`src/rtl/result_tx_arbiter_pkg.sv`:
```
// Shared constants, FSM states and digit-count helper for result_tx_arbiter.
// Optional message prefix is selected by RESULT_TX_ARB_PREFIX_EN.
package result_tx_arbiter_pkg;

  localparam logic [7:0] ASCII_ZERO  = 8'h30;
  localparam logic [7:0] ASCII_LF    = 8'h0A;
  localparam logic [7:0] ASCII_COLON = 8'h3A;
  localparam logic [7:0] ASCII_A     = 8'h41;

  typedef enum logic [2:0] {
    IDLE,
    LATCH,
    CONVERT,
    SEND,
    WAIT_LO,
    WAIT_HI,
    ACK
  } state_e;

  typedef enum logic [1:0] {
    PH_PFX_A,
    PH_PFX_COLON,
    PH_DIGIT,
    PH_LF
  } phase_e;

  // log10(2) ~= 77/256, so this bounds the decimal digit count
  function automatic int calc_digits(input int width);
    return (width * 77) / 256 + 1;
  endfunction

endpackage

```
`src/rtl/result_tx_arbiter_bcd.sv`:
```
// Iterative double-dabble: one shift per cycle after i_start,
// o_done pulses once the BCD result is stable on o_bcd.
module bin2bcd_serial
  import result_tx_arbiter_pkg::*;
#(
  parameter int WIDTH  = 32,
  parameter int DIGITS = 10
) (
  input  logic                  clk,
  input  logic                  rst_n,
  input  logic                  i_start,
  input  logic [WIDTH-1:0]      i_bin,
  output logic                  o_done,
  output logic [4*DIGITS-1:0]   o_bcd
);

  localparam int CW = $clog2(WIDTH + 1);

  logic [WIDTH-1:0]    r_sh;
  logic [4*DIGITS-1:0] r_bcd;
  logic [4*DIGITS-1:0] w_adj;
  logic [CW-1:0]       r_cnt;
  logic                r_run;
  logic                r_done;

  always_comb begin
    w_adj = r_bcd;
    for (int d = 0; d < DIGITS; d++) begin
      if (r_bcd[d*4 +: 4] >= 4'd5)
        w_adj[d*4 +: 4] = r_bcd[d*4 +: 4] + 4'd3;
    end
  end

  always_ff @(posedge clk or negedge rst_n) begin
    if (!rst_n) begin
      r_sh   <= '0;
      r_bcd  <= '0;
      r_cnt  <= '0;
      r_run  <= 1'b0;
      r_done <= 1'b0;
    end else if (i_start) begin
      r_sh   <= i_bin;
      r_bcd  <= '0;
      r_cnt  <= CW'(WIDTH);
      r_run  <= 1'b1;
      r_done <= 1'b0;
    end else if (r_run) begin
      {r_bcd, r_sh} <= {w_adj[4*DIGITS-2:0], r_sh, 1'b0};
      r_cnt  <= r_cnt - 1'b1;
      r_run  <= (r_cnt != CW'(1));
      r_done <= (r_cnt == CW'(1));
    end else begin
      r_done <= 1'b0;
    end
  end

  assign o_done = r_done;
  assign o_bcd  = r_bcd;

endmodule

```
`src/rtl/result_tx_arbiter.sv`:
```
// Round-robin result arbiter feeding ASCII decimal messages to spi_master.
// Define RESULT_TX_ARB_PREFIX_EN to prefix each message with "<A+i>:".
module result_tx_arbiter
  import result_tx_arbiter_pkg::*;
#(
  parameter int REQ_COUNT    = 3,
  parameter int RESULT_WIDTH = 32
) (
  input  logic                              clk,
  input  logic                              reset,
  input  logic [REQ_COUNT-1:0]              req_valid,
  input  logic [REQ_COUNT*RESULT_WIDTH-1:0] req_data,
  output logic [REQ_COUNT-1:0]              req_ack,
  input  logic                              spi_ready,
  output logic [7:0]                        tx_byte,
  output logic                              tx_byte_valid,
  output logic [REQ_COUNT-1:0]              ss_in,
  output logic                              busy
);

  localparam int DIGITS = calc_digits(RESULT_WIDTH);
  localparam int GW = (REQ_COUNT > 1) ? $clog2(REQ_COUNT) : 1;
  localparam int PW = (DIGITS > 1) ? $clog2(DIGITS) : 1;

`ifdef RESULT_TX_ARB_PREFIX_EN
  localparam phase_e FIRST_PH = PH_PFX_A;
`else
  localparam phase_e FIRST_PH = PH_DIGIT;
`endif

  state_e              r_state;
  state_e              w_next;
  phase_e              r_phase;
  logic [GW-1:0]       r_grant;
  logic [GW-1:0]       r_last;
  logic [GW-1:0]       w_pick;
  logic                w_any;
  logic [PW-1:0]       r_ptr;
  logic [PW-1:0]       w_msd;
  logic [1:0]          r_wcnt;
  logic                r_lf_sent;
  logic [REQ_COUNT-1:0] r_ss;
  logic                r_busy;
  logic                w_start;
  logic                w_done;
  logic                w_strobe;
  logic [7:0]          w_byte;
  logic [3:0]          w_digit;
  logic [4*DIGITS-1:0] w_bcd;
  logic [RESULT_WIDTH-1:0] w_bin;

  assign w_any = |req_valid;
  assign w_bin = req_data[int'(r_grant)*RESULT_WIDTH +: RESULT_WIDTH];

  // nearest requester after the last grant wins
  always_comb begin
    w_pick = r_last;
    for (int k = REQ_COUNT; k >= 1; k--) begin
      if (req_valid[(int'(r_last) + k) % REQ_COUNT])
        w_pick = GW'((int'(r_last) + k) % REQ_COUNT);
    end
  end

  bin2bcd_serial #(
    .WIDTH  (RESULT_WIDTH),
    .DIGITS (DIGITS)
  ) u_bcd (
    .clk     (clk),
    .rst_n   (reset),
    .i_start (w_start),
    .i_bin   (w_bin),
    .o_done  (w_done),
    .o_bcd   (w_bcd)
  );

  always_comb begin
    w_msd = '0;
    for (int d = 0; d < DIGITS; d++) begin
      if (w_bcd[d*4 +: 4] != 4'd0)
        w_msd = PW'(d);
    end
  end

  assign w_digit = w_bcd[int'(r_ptr)*4 +: 4];

  always_comb begin
    w_byte = ASCII_LF;
    case (r_phase)
`ifdef RESULT_TX_ARB_PREFIX_EN
      PH_PFX_A:     w_byte = ASCII_A + 8'(r_grant);
      PH_PFX_COLON: w_byte = ASCII_COLON;
`endif
      PH_DIGIT:     w_byte = ASCII_ZERO + {4'h0, w_digit};
      default:      w_byte = ASCII_LF;
    endcase
  end

  always_ff @(posedge clk or negedge reset) begin
    if (!reset) r_state <= IDLE;
    else        r_state <= w_next;
  end

  always_comb begin
    w_next   = r_state;
    w_start  = 1'b0;
    w_strobe = 1'b0;
    tx_byte  = 8'h00;
    req_ack  = '0;
    unique case (r_state)
      IDLE:    if (w_any) w_next = LATCH;
      LATCH: begin
        w_start = 1'b1;
        w_next  = CONVERT;
      end
      CONVERT: if (w_done) w_next = SEND;
      SEND: begin
        if (spi_ready) begin
          w_strobe = 1'b1;
          tx_byte  = w_byte;
          w_next   = WAIT_LO;
        end
      end
      // a master that never drops ready is assumed to have taken the byte
      WAIT_LO: begin
        if (!spi_ready || r_wcnt == 2'd3)
          w_next = WAIT_HI;
      end
      WAIT_HI: begin
        if (spi_ready)
          w_next = r_lf_sent ? ACK : SEND;
      end
      ACK: begin
        req_ack = REQ_COUNT'(1) << r_grant;
        w_next  = IDLE;
      end
      default: w_next = IDLE;
    endcase
  end

  assign tx_byte_valid = w_strobe;

  always_ff @(posedge clk or negedge reset) begin
    if (!reset) begin
      r_grant   <= '0;
      r_last    <= GW'(REQ_COUNT - 1);
      r_ss      <= '0;
      r_busy    <= 1'b0;
      r_phase   <= PH_DIGIT;
      r_ptr     <= '0;
      r_wcnt    <= '0;
      r_lf_sent <= 1'b0;
    end else begin
      if (r_state == IDLE && w_any)
        r_grant <= w_pick;
      if (r_state == LATCH) begin
        r_ss   <= REQ_COUNT'(1) << r_grant;
        r_busy <= 1'b1;
      end
      if (r_state == CONVERT && w_done) begin
        r_ptr     <= w_msd;
        r_phase   <= FIRST_PH;
        r_lf_sent <= 1'b0;
      end
      if (r_state == WAIT_LO && r_wcnt != 2'd3)
        r_wcnt <= r_wcnt + 1'b1;
      if (w_strobe) begin
        r_wcnt <= '0;
        case (r_phase)
`ifdef RESULT_TX_ARB_PREFIX_EN
          PH_PFX_A:     r_phase <= PH_PFX_COLON;
          PH_PFX_COLON: r_phase <= PH_DIGIT;
`endif
          PH_DIGIT: begin
            if (r_ptr == '0) r_phase <= PH_LF;
            else             r_ptr   <= r_ptr - 1'b1;
          end
          default: r_lf_sent <= 1'b1;
        endcase
      end
      if (r_state == ACK) begin
        r_ss   <= '0;
        r_busy <= 1'b0;
        r_last <= r_grant;
      end
    end
  end

  assign ss_in = r_ss;
  assign busy  = r_busy;

endmodule

```
`config.mk`:
```
export PLATFORM = sky130hd
export DESIGN_NAME = result_tx_arbiter
export DESIGN_NICKNAME = d
export VERILOG_FILES = /design/src/rtl/result_tx_arbiter_pkg.sv /design/src/rtl/result_tx_arbiter_bcd.sv /design/src/rtl/result_tx_arbiter.sv
export SDC_FILE = /design/constraint.sdc
export NUM_CORES = 1
export LEC_CHECK = 0
export CAP_MARGIN = 10
export CELL_PAD_IN_SITES_DETAIL_PLACEMENT = 0
export CELL_PAD_IN_SITES_GLOBAL_PLACEMENT = 2
export CORE_MARGIN = 5
export CORE_UTILIZATION = 33
export DETAILED_ROUTE_END_ITERATION = 10
export GPL_TIMING_DRIVEN = 0
export PLACE_DENSITY_LB_ADDON = 0.1
export SETUP_SLACK_MARGIN = 0.05
export SYNTH_ARGS = -nofsm -noshare
export SYNTH_HDL_FRONTEND = slang
export SYNTH_HIERARCHICAL = 1
export SYNTH_SLANG_ARGS = --single-unit
export TNS_END_PERCENT = 10
```
`constraint.sdc`:
```
create_clock -name clk -period 2.35 [get_ports clk]
set_input_delay 0.3525 -clock clk [delete_from_list [all_inputs] [get_ports clk]]
set_output_delay 0.3525 -clock clk [all_outputs]
set_load 0.02 [all_outputs]
```
## After elaboration in Yosys (flattened, before gate mapping)

Index checks and enable logic that the tools add are counted.

- Bits in registers: 100
- Bits in latches: 0
- Bits in writable memories: 0
- Memory bits (read-only): 0
- Bits of input ports: 102
- Output and inout bits: 16
- Memories: 0

- $add $sub $neg: 17
- Multipliers: 0
- Divide/modulo/power cells: 3
- Magnitude comparators: 13
- Equal/unequal tests: 16
- Shift operators: 3
- Multiplexer cells: 72
- Bitwise operators: 0
- Reductions and logical operators: 21

Operators by type and width:

| kind | number |
|---|---|
| $lt 32x4->1 const B | 3 |
| $mod 32x3->32 const B | 3 |
| $shiftx 96x8->32 | 1 |
| $mux 4 | 21 |
| $mux 40 | 2 |
| $mux 32 | 2 |
| $ge 4x3->1 const B | 10 |
| $shiftx 40x7->4 | 1 |
| $add 4x2->4 const B | 9 |
| $reduce_bool 4->1 | 9 |
| $mux 3 | 10 |
| $mux 1 | 19 |
| $mux 2 | 9 |
| $pmux 3 s6 | 1 |
| $mux 8 | 2 |
| $mux 6 | 2 |
| $ne 2x2->1 const B | 5 |
| $eq 3x3->1 const B | 3 |
| $add 6x4->7 const A | 1 |
| $mux 7 | 1 |
| $add 2x2->3 const B | 2 |
| $bmux 1 s2 | 3 |
| $eq 3x2->1 const B | 2 |
| $eq 6x1->1 const B | 1 |
| other kinds (18) | 23 |

## Logic depth before layout (Yosys ltp)

- Depth after elaboration: 14
- Mapped depth: 8
- Mapped depth without buffers: 6

## Modules after synthesis

The synthesis kept the hierarchy.

Modules (own cells, without submodules):

| module | instances | cells each | area each (sq um) | seq. area each (sq um) |
|---|---|---|---|---|
| bin2bcd_serial | 1 | 462 | 4,380.5 | 2,001.9 |
| result_tx_arbiter | 1 | 291 | 2,439.8 | 503.0 |

## Worst setup path after synthesis

OpenSTA, ideal clock, no wires.

- Path kind: flip-flop to output port
- Start point: reg r_phase[1]
- End point: out tx_byte[0]
- Data arrival time: 1.625 ns
- Required time: 1.997 ns
- Setup slack: 0.372 ns
- Stages on the path, launching flop included: 4
- Cells stage by stage: dfstp_2 > or2b_4 > or2_4 > o32ai_1

- Cells in the longest elaborated chain, start to end: 4

RTL lines:

| what | RTL line | text |
|---|---|---|
| start, declared | result_tx_arbiter.sv:33 | `phase_e r_phase;` |
| start signal, assigned | result_tx_arbiter.sv:148 | `r_phase <= PH_DIGIT;` |
| start signal, assigned | result_tx_arbiter.sv:161 | `r_phase <= FIRST_PH;` |
| start signal, assigned | result_tx_arbiter.sv:174 | `if (r_ptr == '0) r_phase <= PH_LF;` |
| $eq 2x2->1 | result_tx_arbiter.sv:88 | `case (r_phase)` |
| $mux 7 | result_tx_arbiter.sv:88 |  |
| $mux 8 | result_tx_arbiter.sv:117 | `if (spi_ready) begin` |
| $mux 8 | result_tx_arbiter.sv:109 | `unique case (r_state)` |
| end, declared | result_tx_arbiter.sv:15 | `output logic [7:0] tx_byte,` |

Every way passes these cells.

## Worst setup path in the final report

- Start point: reg r_ptr[0]
- End point: out tx_byte[3]

- Cells in the longest elaborated chain, start to end: 5

RTL lines:

| what | RTL line | text |
|---|---|---|
| start, declared | result_tx_arbiter.sv:38 | `logic [PW-1:0] r_ptr;` |
| start signal, assigned | result_tx_arbiter.sv:160 | `r_ptr <= w_msd;` |
| start signal, assigned | result_tx_arbiter.sv:175 | `else r_ptr <= r_ptr - 1'b1;` |
| $shiftx 40x7->4 | result_tx_arbiter.sv:84 | `assign w_digit = w_bcd[int'(r_ptr)*4 +: 4];` |
| $add 6x4->7 | result_tx_arbiter.sv:93 | `PH_DIGIT: w_byte = ASCII_ZERO + {4'h0, w_digit};` |
| $mux 7 | result_tx_arbiter.sv:88 |  |
| $mux 8 | result_tx_arbiter.sv:117 |  |
| $mux 8 | result_tx_arbiter.sv:109 |  |

Every way passes these cells.

==> results_dict.tcl <==
set metrics [dict create \
    dr.pass1.iters 5 \
    fp-row-count 52 \
    drt-initial-drc-count 252 \
    via_per_inst 5.19 \
    fin_crit_sh 0.986 \
    power-per-cell-area_mw_per_mm2 397 \
    routedWlPerCell_microns 17.1 \
    vdd_drop_max_v 0.000233 \
    clock_latency_ns 0.35 \
    layout-drive-gt1-share 0.130 \
    io_pins 118 \
    crit_family "multiplexers" \
    max_stage_delay_ns 0.51 \
    cts_tree "built" \
    numPortBuffers 115 \
    r2r_cells 7 \
    yosysWarnings 6 \
    crit_arrival_ns 1.96 \
    ctsHoldBuffers 0 \
    crit_fanout 6 \
    worst_pin_slew_ns 0.678 \
    track_usage 0.168 \
    critPathBufInv 3 \
    syn_avg_cell_area_sq_um 9.06 \
    antenna_found_initial 0 \
    finish.utilization 0.429 \
    reg2reg_from "r_state[0]$_DFFE_PN0P_" \
    htree_levels 3 \
    dpl.hpwl_microns 15100 \
    fin_ws_ns 0.0335 \
    p_leak_nw 3.43 \
    drc 0 \
    cts_buffers 9 \
    synthArstFlopShare 1.00 \
    fin_skew_ns 0.00767 \
    crit_chain "buf_6 > buf_12 > mux4_2 > mux2i_2 > o22ai_1 > buf_4" \
    antenna_left 0 \
    grt_max_degree 52 \
    criticalPathCategory "reg2out" \
    outcome "complete, no violations" \
    gr-total-overflow 0 \
    reg2reg_slack_ns 0.20 \
    min_path_type "in2async" \
    hold_viol 0 \
    maxSlewHeadroom 0.548 \
    nFillCells 2055 \
    synth_edf_count 0 \
    yosysUniqueCellTypes 65 \
    synth-main-ff-cell "dfrtp_1" \
    synthCells 753 \
    die_area_sq_mm 0.0236 \
    fmax_mhz 432 \
    rsz0062_at_grt "yes" \
    setup_viol 0 \
    core_area_sq_mm 0.0203 \
    grt_first_pass_wirelength_microns 32800 \
    via_count 6041 \
    ys_ff_latch 100 \
    drv_slew 0 \
    drv_cap 0 \
    post-route-min-period_ns 2.32 \
    cts_root_buf "clkbuf_16" \
    clkTransAtPathRegs_ns 0.07 \
    clk_path_buf_depth 2 \
    syn_area_sq_mm 0.00682 \
    initial_utilization 0.336 \
    ys_seq_area_frac 0.367 \
    syn_to_final_growth_pct 27.6 \
    final_nets 1016 \
    place.gp.congestion 0.802 \
    worstReg2RegEnd "u_bcd/o_bcd[8]$_DFFE_PN0P_" \
    worstSetupStartpoint "r_ptr[0]$_DFF_PN0_" \
    final_common_cell "clkdlybuf4s50_1" \
    n_antenna_cell 0 \
    grt_pass1_vias 6327 \
    cp-start-kind "flop" \
    layout_common_cells "104 x clkdlybuf4s50_1, 99 x nand2_1, 98 x dfrtp_1, 94 x o21ai_0, 70 x mux2i_1" \
    die_h_microns 154 \
    cts_sinks 100 \
    die_w_microns 154 \
    slowest_stage "mux4_2" \
    finalWirelength_microns 19900 \
    finalPower_mw 3.46 \
    cp.required_ns 2.00 \
    pre_cts_slack_ns -0.451 \
    cp-end-kind "primary output" \
]
==> registers in the layout, indices dropped and copies added, names as in the netlist <==
register,count
busy,1
r_grant,2
r_last,2
r_lf_sent,1
r_phase,2
r_ptr,4
r_state,3
r_wcnt,2
ss_in,3
u_bcd/o_bcd,40
u_bcd/o_done,1
u_bcd/r_cnt,6
u_bcd/r_run,1
u_bcd/r_sh,32
==> cells in the mapped netlist, types with 2 or more instances <==
cell      count  area [sq um]
nor4_2        2          25.0
inv_1        38           143
nor3b_1       3          22.5
a311oi_1      4          35.0
nor3b_2       2          25.0
nor2b_1      10          62.6
or2_2         7          43.8
a22o_1        4          35.0
buf_2        24           120
buf_4         8          60.1
nand3_1      31           155
a21o_1        2          15.0
xnor2_1       3          26.3
nand2_1      99           372
o31ai_1       9          67.6
xor2_1        9          78.8
o211ai_1      3          22.5
ha_1         26           325
buf_1         2          7.51
dfrtp_1      98          2450
nor3_1        8          40.0
o32ai_1      11          96.3
a31oi_1      14          87.6
nor2_1       19          71.3
a21oi_1      30           150
dfstp_2       2          52.6
o21a_1        3          22.5
mux4_2        8           180
nand2b_1     18           113
nand4_1       4          25.0
clkbuf_1     17          63.8
a21boi_0      3          22.5
or4_1         2          15.0
o22ai_1       5          31.3
a22oi_1       6          45.0
mux2_2       13           146
mux2i_1      73           731
o21ai_0      94           470
a211oi_1      4          30.0
nor4_1        7          43.8
nand3b_1      4          30.0
==> stage by stage <==
stage	setup TNS [ns]	std cells	instance area [sq um]	hold slack, ns
after floorplan	0	754	6820	0.0569
after global placement	-317.43	1139	8310	0.466
after detailed placement	-3.11	1140	8340	0.436
after CTS	0	1159	8670	0.0601
after global routing	-0.0803	1163	8700	0.0835
final	0	1163	8700	0.0369
==> cells by family after synthesis <==
family / count (synthesis) / synth area share
adders and majority gates: 26 / 0.0477
other: 1 / 0.000550
xor gates and xnor gates: 12 / 0.0154
buffers and inverters: 91 / 0.0615
and+or+nand+nor: 227 / 0.172
muxes: 94 / 0.155
DFF: 100 / 0.367
AOI/OAI and AO/OA: 202 / 0.181
==> repair_timing <==
item | 4_1_cts | 5_1_grt
setup endpoints to repair | 37 | 17
buffers inserted | 3 | 4
resized for setup | 40 | 6
pin swaps | 2 | 1
hold endpoints to repair | 0 | 0
==> report_power, final <==
group	total (mW)	switching, mW	leakage [nW]	internal [mW]
combinational	0.311	0.118	2.11	0.194
sequential	1.72	0.000311	1.19	1.72
clock	1.43	0.695	0.131	0.731
==> cell type report <==
class                           instances  area [sq um]  share of cell area
Timing Repair Buffer                  123          1210               0.139
Clock buffer                           10           229              0.0263
Multi-Input combinational cell        563          3940               0.453
Inverter                               39           151              0.0174
Buffer                                 52           282              0.0324
Clock inverter                          6          48.8             0.00561
Tap cell                              270           338              0.0388
Sequential cell                       100          2500               0.288
==> worst max path at each step <==
stage / end / slack, ns / depth (start not counted)
3_3_place_gp: u_bcd/r_sh[10]$_DFFE_PN0P_ / -3.19 / 1
2_1_floorplan: tx_byte[0] / 0.37 / 3
6_report: tx_byte[3] / 0.03 / 6
3_5_place_dp: tx_byte[0] / -0.45 / 7
5_1_grt: tx_byte[2] / -0.04 / 6
4_1_cts: tx_byte[3] / 0.01 / 6
==> layer usage <==
layer / wire [microns] / track usage
met1: 9290 / 0.231
met2: 9350 / 0.273
met5: 0 / 0
met3: 979 / 0.0292
met4: 257 / 0.0505
No activity file was read; power rests on OpenSTA's default activity.
